File: config.mk
export PLATFORM = sky130hd
export DESIGN_NAME = relobi_fault_tracker_flat
export DESIGN_NICKNAME = d
export VERILOG_FILES = /design/src/rtl/relobi_fault_tracker_if.sv /design/src/rtl/relobi_fault_tracker.sv /design/src/flat_wrapper.sv
export SDC_FILE = /design/constraint.sdc
export NUM_CORES = 1
export LEC_CHECK = 0
export CORE_AREA = 2 2 110 101
export CTS_CLUSTER_DIAMETER = 80
export DETAILED_ROUTE_END_ITERATION = 7
export DIE_AREA = 0 0 112 103
export GPL_ROUTABILITY_DRIVEN = 0
export PLACE_DENSITY = 0.72
export RECOVER_POWER = 100
export SLEW_MARGIN = 20
export SYNTH_ARGS = -nofsm -noshare
export SYNTH_HDL_FRONTEND = slang
export SYNTH_SLANG_ARGS = --single-unit
File: constraint.sdc
create_clock -name clk_i -period 3.2 [get_ports clk_i]
set_input_delay 0.48 -clock clk_i [delete_from_list [all_inputs] [get_ports clk_i]]
set_output_delay 0.48 -clock clk_i [all_outputs]
set_load 0.01 [all_outputs]
File: src/rtl/relobi_fault_tracker_if.sv
// relobi_fault_tracker_if: fault inputs, control and status outputs of the fault tracker
interface relobi_fault_tracker_if #(
  parameter int unsigned NumSources = 15,
  parameter int unsigned CntWidth   = 16,
  parameter int unsigned IdxWidth   = (NumSources > 1) ? $clog2(NumSources) : 1
);
  logic [NumSources-1:0][1:0] fault_i;
  logic [NumSources-1:0]      src_mask_i;
  logic [CntWidth-1:0]        corr_thresh_i;
  logic                       clear_i;
  logic [CntWidth-1:0]        corr_cnt_o;
  logic [CntWidth-1:0]        uncorr_cnt_o;
  logic [NumSources-1:0]      corr_sticky_o;
  logic [NumSources-1:0]      uncorr_sticky_o;
  logic                       first_valid_o;
  logic [IdxWidth-1:0]        first_idx_o;
  logic                       first_uncorr_o;
  logic                       irq_corr_o;
  logic                       irq_uncorr_o;
  modport slave (
    input  fault_i, src_mask_i, corr_thresh_i, clear_i,
    output corr_cnt_o, uncorr_cnt_o, corr_sticky_o, uncorr_sticky_o,
           first_valid_o, first_idx_o, first_uncorr_o, irq_corr_o, irq_uncorr_o
  );
  modport master (
    output fault_i, src_mask_i, corr_thresh_i, clear_i,
    input  corr_cnt_o, uncorr_cnt_o, corr_sticky_o, uncorr_sticky_o,
           first_valid_o, first_idx_o, first_uncorr_o, irq_corr_o, irq_uncorr_o
  );
endinterface

File: src/rtl/relobi_fault_tracker.sv
// relobi_fault_tracker: aggregates relobi fault pulses into counters, sticky flags,
// a first-fault record and level interrupts; every output comes straight from a flop.
module relobi_fault_tracker #(
  parameter int unsigned NumSources = 15,
  parameter int unsigned CntWidth   = 16,
  localparam int unsigned IdxWidth  = (NumSources > 1) ? $clog2(NumSources) : 1
) (
  input logic                    clk_i,
  input logic                    rst_ni,
  relobi_fault_tracker_if.slave  bus
);
  // State encoding doubles as {first_valid, first_uncorr} so those outputs are flop bits.
  typedef enum logic [1:0] {EMPTY = 2'b00, CORR = 2'b10, UNCORR = 2'b11} state_e;
  state_e                state_q, state_d, state_b;
  logic [CntWidth-1:0]   corr_cnt_q, corr_cnt_d, corr_cnt_b;
  logic [CntWidth-1:0]   uncorr_cnt_q, uncorr_cnt_d, uncorr_cnt_b;
  logic [NumSources-1:0] corr_sticky_q, corr_sticky_d;
  logic [NumSources-1:0] uncorr_sticky_q, uncorr_sticky_d;
  logic [IdxWidth-1:0]   idx_q, idx_d, idx_b, c_idx, u_idx;
  logic                  irq_corr_q, irq_corr_d, irq_uncorr_q, irq_uncorr_d;
  logic [NumSources-1:0] c, u;
  logic                  corr_ev, uncorr_ev;
  always_comb begin
    c     = '0;
    u     = '0;
    c_idx = '0;
    u_idx = '0;
    for (int i = NumSources - 1; i >= 0; i--) begin
      u[i] = bus.fault_i[i][1] & ~bus.src_mask_i[i];
      c[i] = bus.fault_i[i][0] & ~bus.fault_i[i][1] & ~bus.src_mask_i[i];
      c_idx = c[i] ? IdxWidth'(i) : c_idx;
      u_idx = u[i] ? IdxWidth'(i) : u_idx;
    end
    corr_ev         = |c;
    uncorr_ev       = |u;
    corr_cnt_b      = bus.clear_i ? '0 : corr_cnt_q;
    uncorr_cnt_b    = bus.clear_i ? '0 : uncorr_cnt_q;
    state_b         = bus.clear_i ? EMPTY : state_q;
    idx_b           = bus.clear_i ? '0 : idx_q;
    corr_cnt_d      = (corr_ev && corr_cnt_b != '1) ? corr_cnt_b + 1'b1 : corr_cnt_b;
    uncorr_cnt_d    = (uncorr_ev && uncorr_cnt_b != '1) ? uncorr_cnt_b + 1'b1 : uncorr_cnt_b;
    corr_sticky_d   = (bus.clear_i ? '0 : corr_sticky_q) | c;
    uncorr_sticky_d = (bus.clear_i ? '0 : uncorr_sticky_q) | u;
    state_d         = state_b;
    idx_d           = idx_b;
    if (state_b != UNCORR && uncorr_ev) begin
      state_d = UNCORR;
      idx_d   = u_idx;
    end else if (state_b == EMPTY && corr_ev) begin
      state_d = CORR;
      idx_d   = c_idx;
    end
    irq_uncorr_d = |uncorr_sticky_d;
    irq_corr_d   = (bus.corr_thresh_i != '0) && (corr_cnt_d >= bus.corr_thresh_i);
  end
  always_ff @(posedge clk_i or negedge rst_ni) begin
    if (!rst_ni) begin
      state_q         <= EMPTY;
      idx_q           <= '0;
      corr_cnt_q      <= '0;
      uncorr_cnt_q    <= '0;
      corr_sticky_q   <= '0;
      uncorr_sticky_q <= '0;
      irq_corr_q      <= 1'b0;
      irq_uncorr_q    <= 1'b0;
    end else begin
      state_q         <= state_d;
      idx_q           <= idx_d;
      corr_cnt_q      <= corr_cnt_d;
      uncorr_cnt_q    <= uncorr_cnt_d;
      corr_sticky_q   <= corr_sticky_d;
      uncorr_sticky_q <= uncorr_sticky_d;
      irq_corr_q      <= irq_corr_d;
      irq_uncorr_q    <= irq_uncorr_d;
    end
  end
  assign bus.corr_cnt_o      = corr_cnt_q;
  assign bus.uncorr_cnt_o    = uncorr_cnt_q;
  assign bus.corr_sticky_o   = corr_sticky_q;
  assign bus.uncorr_sticky_o = uncorr_sticky_q;
  assign bus.first_valid_o   = state_q[1];
  assign bus.first_uncorr_o  = state_q[0];
  assign bus.first_idx_o     = idx_q;
  assign bus.irq_corr_o      = irq_corr_q;
  assign bus.irq_uncorr_o    = irq_uncorr_q;
endmodule

File: src/flat_wrapper.sv
// flat-port wrapper written by rule: the top's interface ports become plain ports
module relobi_fault_tracker_flat 
#(
  parameter int unsigned NumSources = 15,
  parameter int unsigned CntWidth   = 16,
  localparam int unsigned IdxWidth  = (NumSources > 1) ? $clog2(NumSources) : 1
)
  (clk_i, rst_ni, bus_fault_i, bus_src_mask_i, bus_corr_thresh_i, bus_clear_i, bus_corr_cnt_o, bus_uncorr_cnt_o, bus_corr_sticky_o, bus_uncorr_sticky_o, bus_first_valid_o, bus_first_idx_o, bus_first_uncorr_o, bus_irq_corr_o, bus_irq_uncorr_o);
  relobi_fault_tracker_if #(.NumSources(NumSources), .CntWidth(CntWidth)) bus_i ();
  input logic clk_i;
  input logic rst_ni;
  input wire logic [$bits(bus_i.fault_i)-1:0] bus_fault_i;
  input wire logic [$bits(bus_i.src_mask_i)-1:0] bus_src_mask_i;
  input wire logic [$bits(bus_i.corr_thresh_i)-1:0] bus_corr_thresh_i;
  input wire logic [$bits(bus_i.clear_i)-1:0] bus_clear_i;
  output wire logic [$bits(bus_i.corr_cnt_o)-1:0] bus_corr_cnt_o;
  output wire logic [$bits(bus_i.uncorr_cnt_o)-1:0] bus_uncorr_cnt_o;
  output wire logic [$bits(bus_i.corr_sticky_o)-1:0] bus_corr_sticky_o;
  output wire logic [$bits(bus_i.uncorr_sticky_o)-1:0] bus_uncorr_sticky_o;
  output wire logic [$bits(bus_i.first_valid_o)-1:0] bus_first_valid_o;
  output wire logic [$bits(bus_i.first_idx_o)-1:0] bus_first_idx_o;
  output wire logic [$bits(bus_i.first_uncorr_o)-1:0] bus_first_uncorr_o;
  output wire logic [$bits(bus_i.irq_corr_o)-1:0] bus_irq_corr_o;
  output wire logic [$bits(bus_i.irq_uncorr_o)-1:0] bus_irq_uncorr_o;
  assign bus_i.fault_i = bus_fault_i;
  assign bus_i.src_mask_i = bus_src_mask_i;
  assign bus_i.corr_thresh_i = bus_corr_thresh_i;
  assign bus_i.clear_i = bus_clear_i;
  assign bus_corr_cnt_o = bus_i.corr_cnt_o;
  assign bus_uncorr_cnt_o = bus_i.uncorr_cnt_o;
  assign bus_corr_sticky_o = bus_i.corr_sticky_o;
  assign bus_uncorr_sticky_o = bus_i.uncorr_sticky_o;
  assign bus_first_valid_o = bus_i.first_valid_o;
  assign bus_first_idx_o = bus_i.first_idx_o;
  assign bus_first_uncorr_o = bus_i.first_uncorr_o;
  assign bus_irq_corr_o = bus_i.irq_corr_o;
  assign bus_irq_uncorr_o = bus_i.irq_uncorr_o;
  relobi_fault_tracker #(.NumSources(NumSources), .CntWidth(CntWidth)) u_core (.clk_i(clk_i), .rst_ni(rst_ni), .bus(bus_i));
endmodule
==> results.sh <==
export IMPL_htreeDepth=3
export IMPL_die_area_sq_um=11540
export IMPL_crit_chain="nand4_1 > or4_4 > buf_6 > nor2_4 > and2_4 > and4_1 > nand4_1 > xnor2_2 > ha_1 > a21o_1 > a21o_1 > a21oi_2 > o21ai_1 > o21a_1"
export IMPL_r2r_cells=14
export IMPL_initial_utilization_pct=38.64
export IMPL_clock_path_buffers=2
export IMPL_totalWireLength_microns=12590
export IMPL_yosysTopAreaCell="dfrtp_1"
export IMPL_core_sq_um=10540
export IMPL_slew_headroom_pct=-17.42
export IMPL_antenna_found_initial=0
export IMPL_reg2reg_slack_ns=0.04
export IMPL_cp_max_fo=2
export IMPL_placementRows=36
export IMPL_area_growth_pct=59.97
export IMPL_clock_sinks=70
export IMPL_slowest_stage="or4_4"
export IMPL_die_width_microns=112
export IMPL_max_freq_mhz=316.9
export IMPL_power_density_nw_per_um2=403.6
export IMPL_diodes=0
export IMPL_drive_above_1_share_pct=18.66
export IMPL_cts_reportedPaths_clkPinSlew_ns=0.06
export IMPL_rr_startpoint="u_core.bus.corr_cnt_o[3]"
export IMPL_synth_nets=509
export IMPL_hold_path_cell_count=1
export IMPL_hold_viol=0
export IMPL_drv_slew=71
export IMPL_period_share_pct=98.61
export IMPL_cp_top_family="simple AND/OR/NAND/NOR gates"
export IMPL_insertion_delay_ns=0.33
export IMPL_worst_path_buf_inv=1
export IMPL_violations="capacitance limit, slew limit"
export IMPL_rsz0062_at_grt="yes"
export IMPL_vdd_ir_drop_max_uv=282.4
export IMPL_worstHoldPathType="flip-flop to flip-flop"
export IMPL_synth_edff_count=0
export IMPL_numCtsBuffers=9
export IMPL_wl_per_cell_microns=16.56
export IMPL_via_per_inst=5.146
export IMPL_syn_area_sq_um=4073
export IMPL_fin_skew_ns=0.006486
export IMPL_grt_pass1_wl_microns=20020
export IMPL_layout_commonest_cell="clkdlybuf4s50_1"
export IMPL_crit_type="flip-flop to flip-flop"
export IMPL_synth_seq_cells=70
export IMPL_ant_nets=0
export IMPL_cts_root_buf="clkbuf_16"
export IMPL_end_kind="flip-flop"
export IMPL_yosysTopAreaCellShare_pct=43.01
export IMPL_preCtsSetupSlack_ns=-0.5774
export IMPL_placed_area_sq_um=5877
export IMPL_ys_seq_area_share_pct=43.01
export IMPL_cts_tree="yes"
export IMPL_setup_ws_ns=0.04463
export IMPL_overflow=0
export IMPL_io_pins=134
export IMPL_max_stage_delay_ns=0.57
export IMPL_cts_hold_buf=0
export IMPL_regToRegEndpoint="u_core.bus.irq_corr_o"
export IMPL_p_leak_uw=0.003227
export IMPL_synth_area_leaders="dfrtp_1 (43%), ha_1 (5.5%), inv_1 (3.9%), o21ai_0 (3.7%), nand4_1 (3.5%)"
export IMPL_startpoint_type="flip-flop"
export IMPL_min_delay_start="u_core.bus.corr_sticky_o[11]"
export IMPL_dp_hpwl_microns=9429
export IMPL_vias=3911
export IMPL_grt_max_degree=71
export IMPL_fin_nets=704
export IMPL_run_status="finished, violations left"
export IMPL_drcViolationCount=0
export IMPL_synth_area_per_cell_sq_um=9.538
export IMPL_drtIter0Drc=177
export IMPL_crit_required_ns=3.42
export IMPL_port_buffers=133
export IMPL_maxCapViolCount=1
export IMPL_final_area_sq_um=6515
export IMPL_die_h_microns=103
export IMPL_yosysWarnings=0
export IMPL_ys_async_sr_fraction_pct=100.0
export IMPL_setup_viol=0
export IMPL_first_global_vias=4002
export IMPL_layout_common_cells="clkdlybuf4s50_1 (100), dfrtp_1 (70), buf_4 (54), inv_1 (42), dlymetal6s2s_1 (31)"
export IMPL_yosysUniqueCellTypes=51
export IMPL_crit_arrival_ns=3.37
export IMPL_synthFlopType="dfrtp_1"
export IMPL_synthCells=427
export IMPL_period_minus_slack_ns=3.155
export IMPL_dr_pass1_iters=4
export IMPL_gr_usage_all_layers_pct=21.80
export IMPL_worst_slew_pin_slew_ns=1.761
export IMPL_whs_endpoint="u_core.bus.corr_sticky_o[11]"
-- worst max path at each step --
stage / startpoint / endpoint / cells after the start
floorplan: bus_clear_i / u_core.bus.irq_corr_o / 14
global placement: bus_fault_i[18] / u_core.bus.irq_corr_o / 14
detailed placement: bus_fault_i[18] / u_core.bus.irq_corr_o / 14
CTS: u_core.bus.corr_cnt_o[6] / u_core.bus.irq_corr_o / 13
global route: bus_src_mask_i[3] / u_core.bus.irq_corr_o / 16
finish: u_core.bus.corr_cnt_o[3] / u_core.bus.irq_corr_o / 14
-- synth_stat cells, types with 3 or more instances --
library cell	count
dfrtp_1	70
inv_1	42
nor2_1	32
o21ai_0	30
nand4_1	23
nand2_1	22
nor2b_1	20
ha_1	18
a21o_1	16
xnor2_1	16
nand3_1	13
xor2_1	13
or3b_2	11
nand2b_1	10
nor4_1	9
a21oi_1	8
nor3b_1	8
clkbuf_1	6
and3_1	5
and4_1	5
nor3_1	5
buf_6	3
mux2_2	3
o21a_1	3
or2b_1	3
-- state kept, by name, indices dropped and copies added, names as in the netlist --
name                        count
u_core.state_q                  2
u_core.bus.corr_cnt_o          16
u_core.bus.uncorr_sticky_o     15
u_core.bus.irq_uncorr_o         1
u_core.bus.corr_sticky_o       15
u_core.bus.irq_corr_o           1
u_core.bus.uncorr_cnt_o        16
u_core.bus.first_idx_o          4
-- layer usage --
layer  track usage [%]  part of all wire [%]
met2             37.53                    50
met1             27.91                    43
met4             5.066                   1.1
met5                 0                     0
met3             5.820                   6.2
-- power breakdown --
group	internal [uW]	switching [uW]
Sequential	939	33.2
Clock	705	382
Combinational	308	262
Total	1950	677
-- what timing repair did --
action,CTS,global route
resized for setup,16,54
setup buffers,4,6
endpoints found under the setup margin,1,1
pin swaps,6,27
cloned,1,0
-- stage by stage --
stage	hold WS, ns	util, %	std cells	TNS, ns	power [uW]
3_3_place_gp	0.4615	55.76	733	-0.4982	1514
6_report	0.4833	61.81	760	0	2629
4_1_cts	0.3962	59.81	754	0	2632
5_1_grt	0.4977	61.81	760	-0.04064	2748
2_1_floorplan	0.1844	-	427	-0.04753	1208
3_5_place_dp	0.4745	55.76	733	-0.5774	1525
-- cell type report --
cell class              instances  area [sq um]
inverters                      42         157.7
multi-input cells             305          2237
well taps                     133         166.4
fillers                       863          4025
clock inverters                 5         82.58
flip-flops and latches         70          1752
clock buffers                  11         242.7
repair buffers                194          1877
-- cells by family after synthesis --
group | share of synthesized area (%)
xor gates and xnor gates | 6.236
DFF | 43.01
adders and majority gates | 5.530
AOI/OAI and AO/OA | 11.71
buffers and inverters | 5.499
muxes | 1.198
and+or+nand+nor | 26.82
No activity file was read; power rests on OpenSTA's default activity.
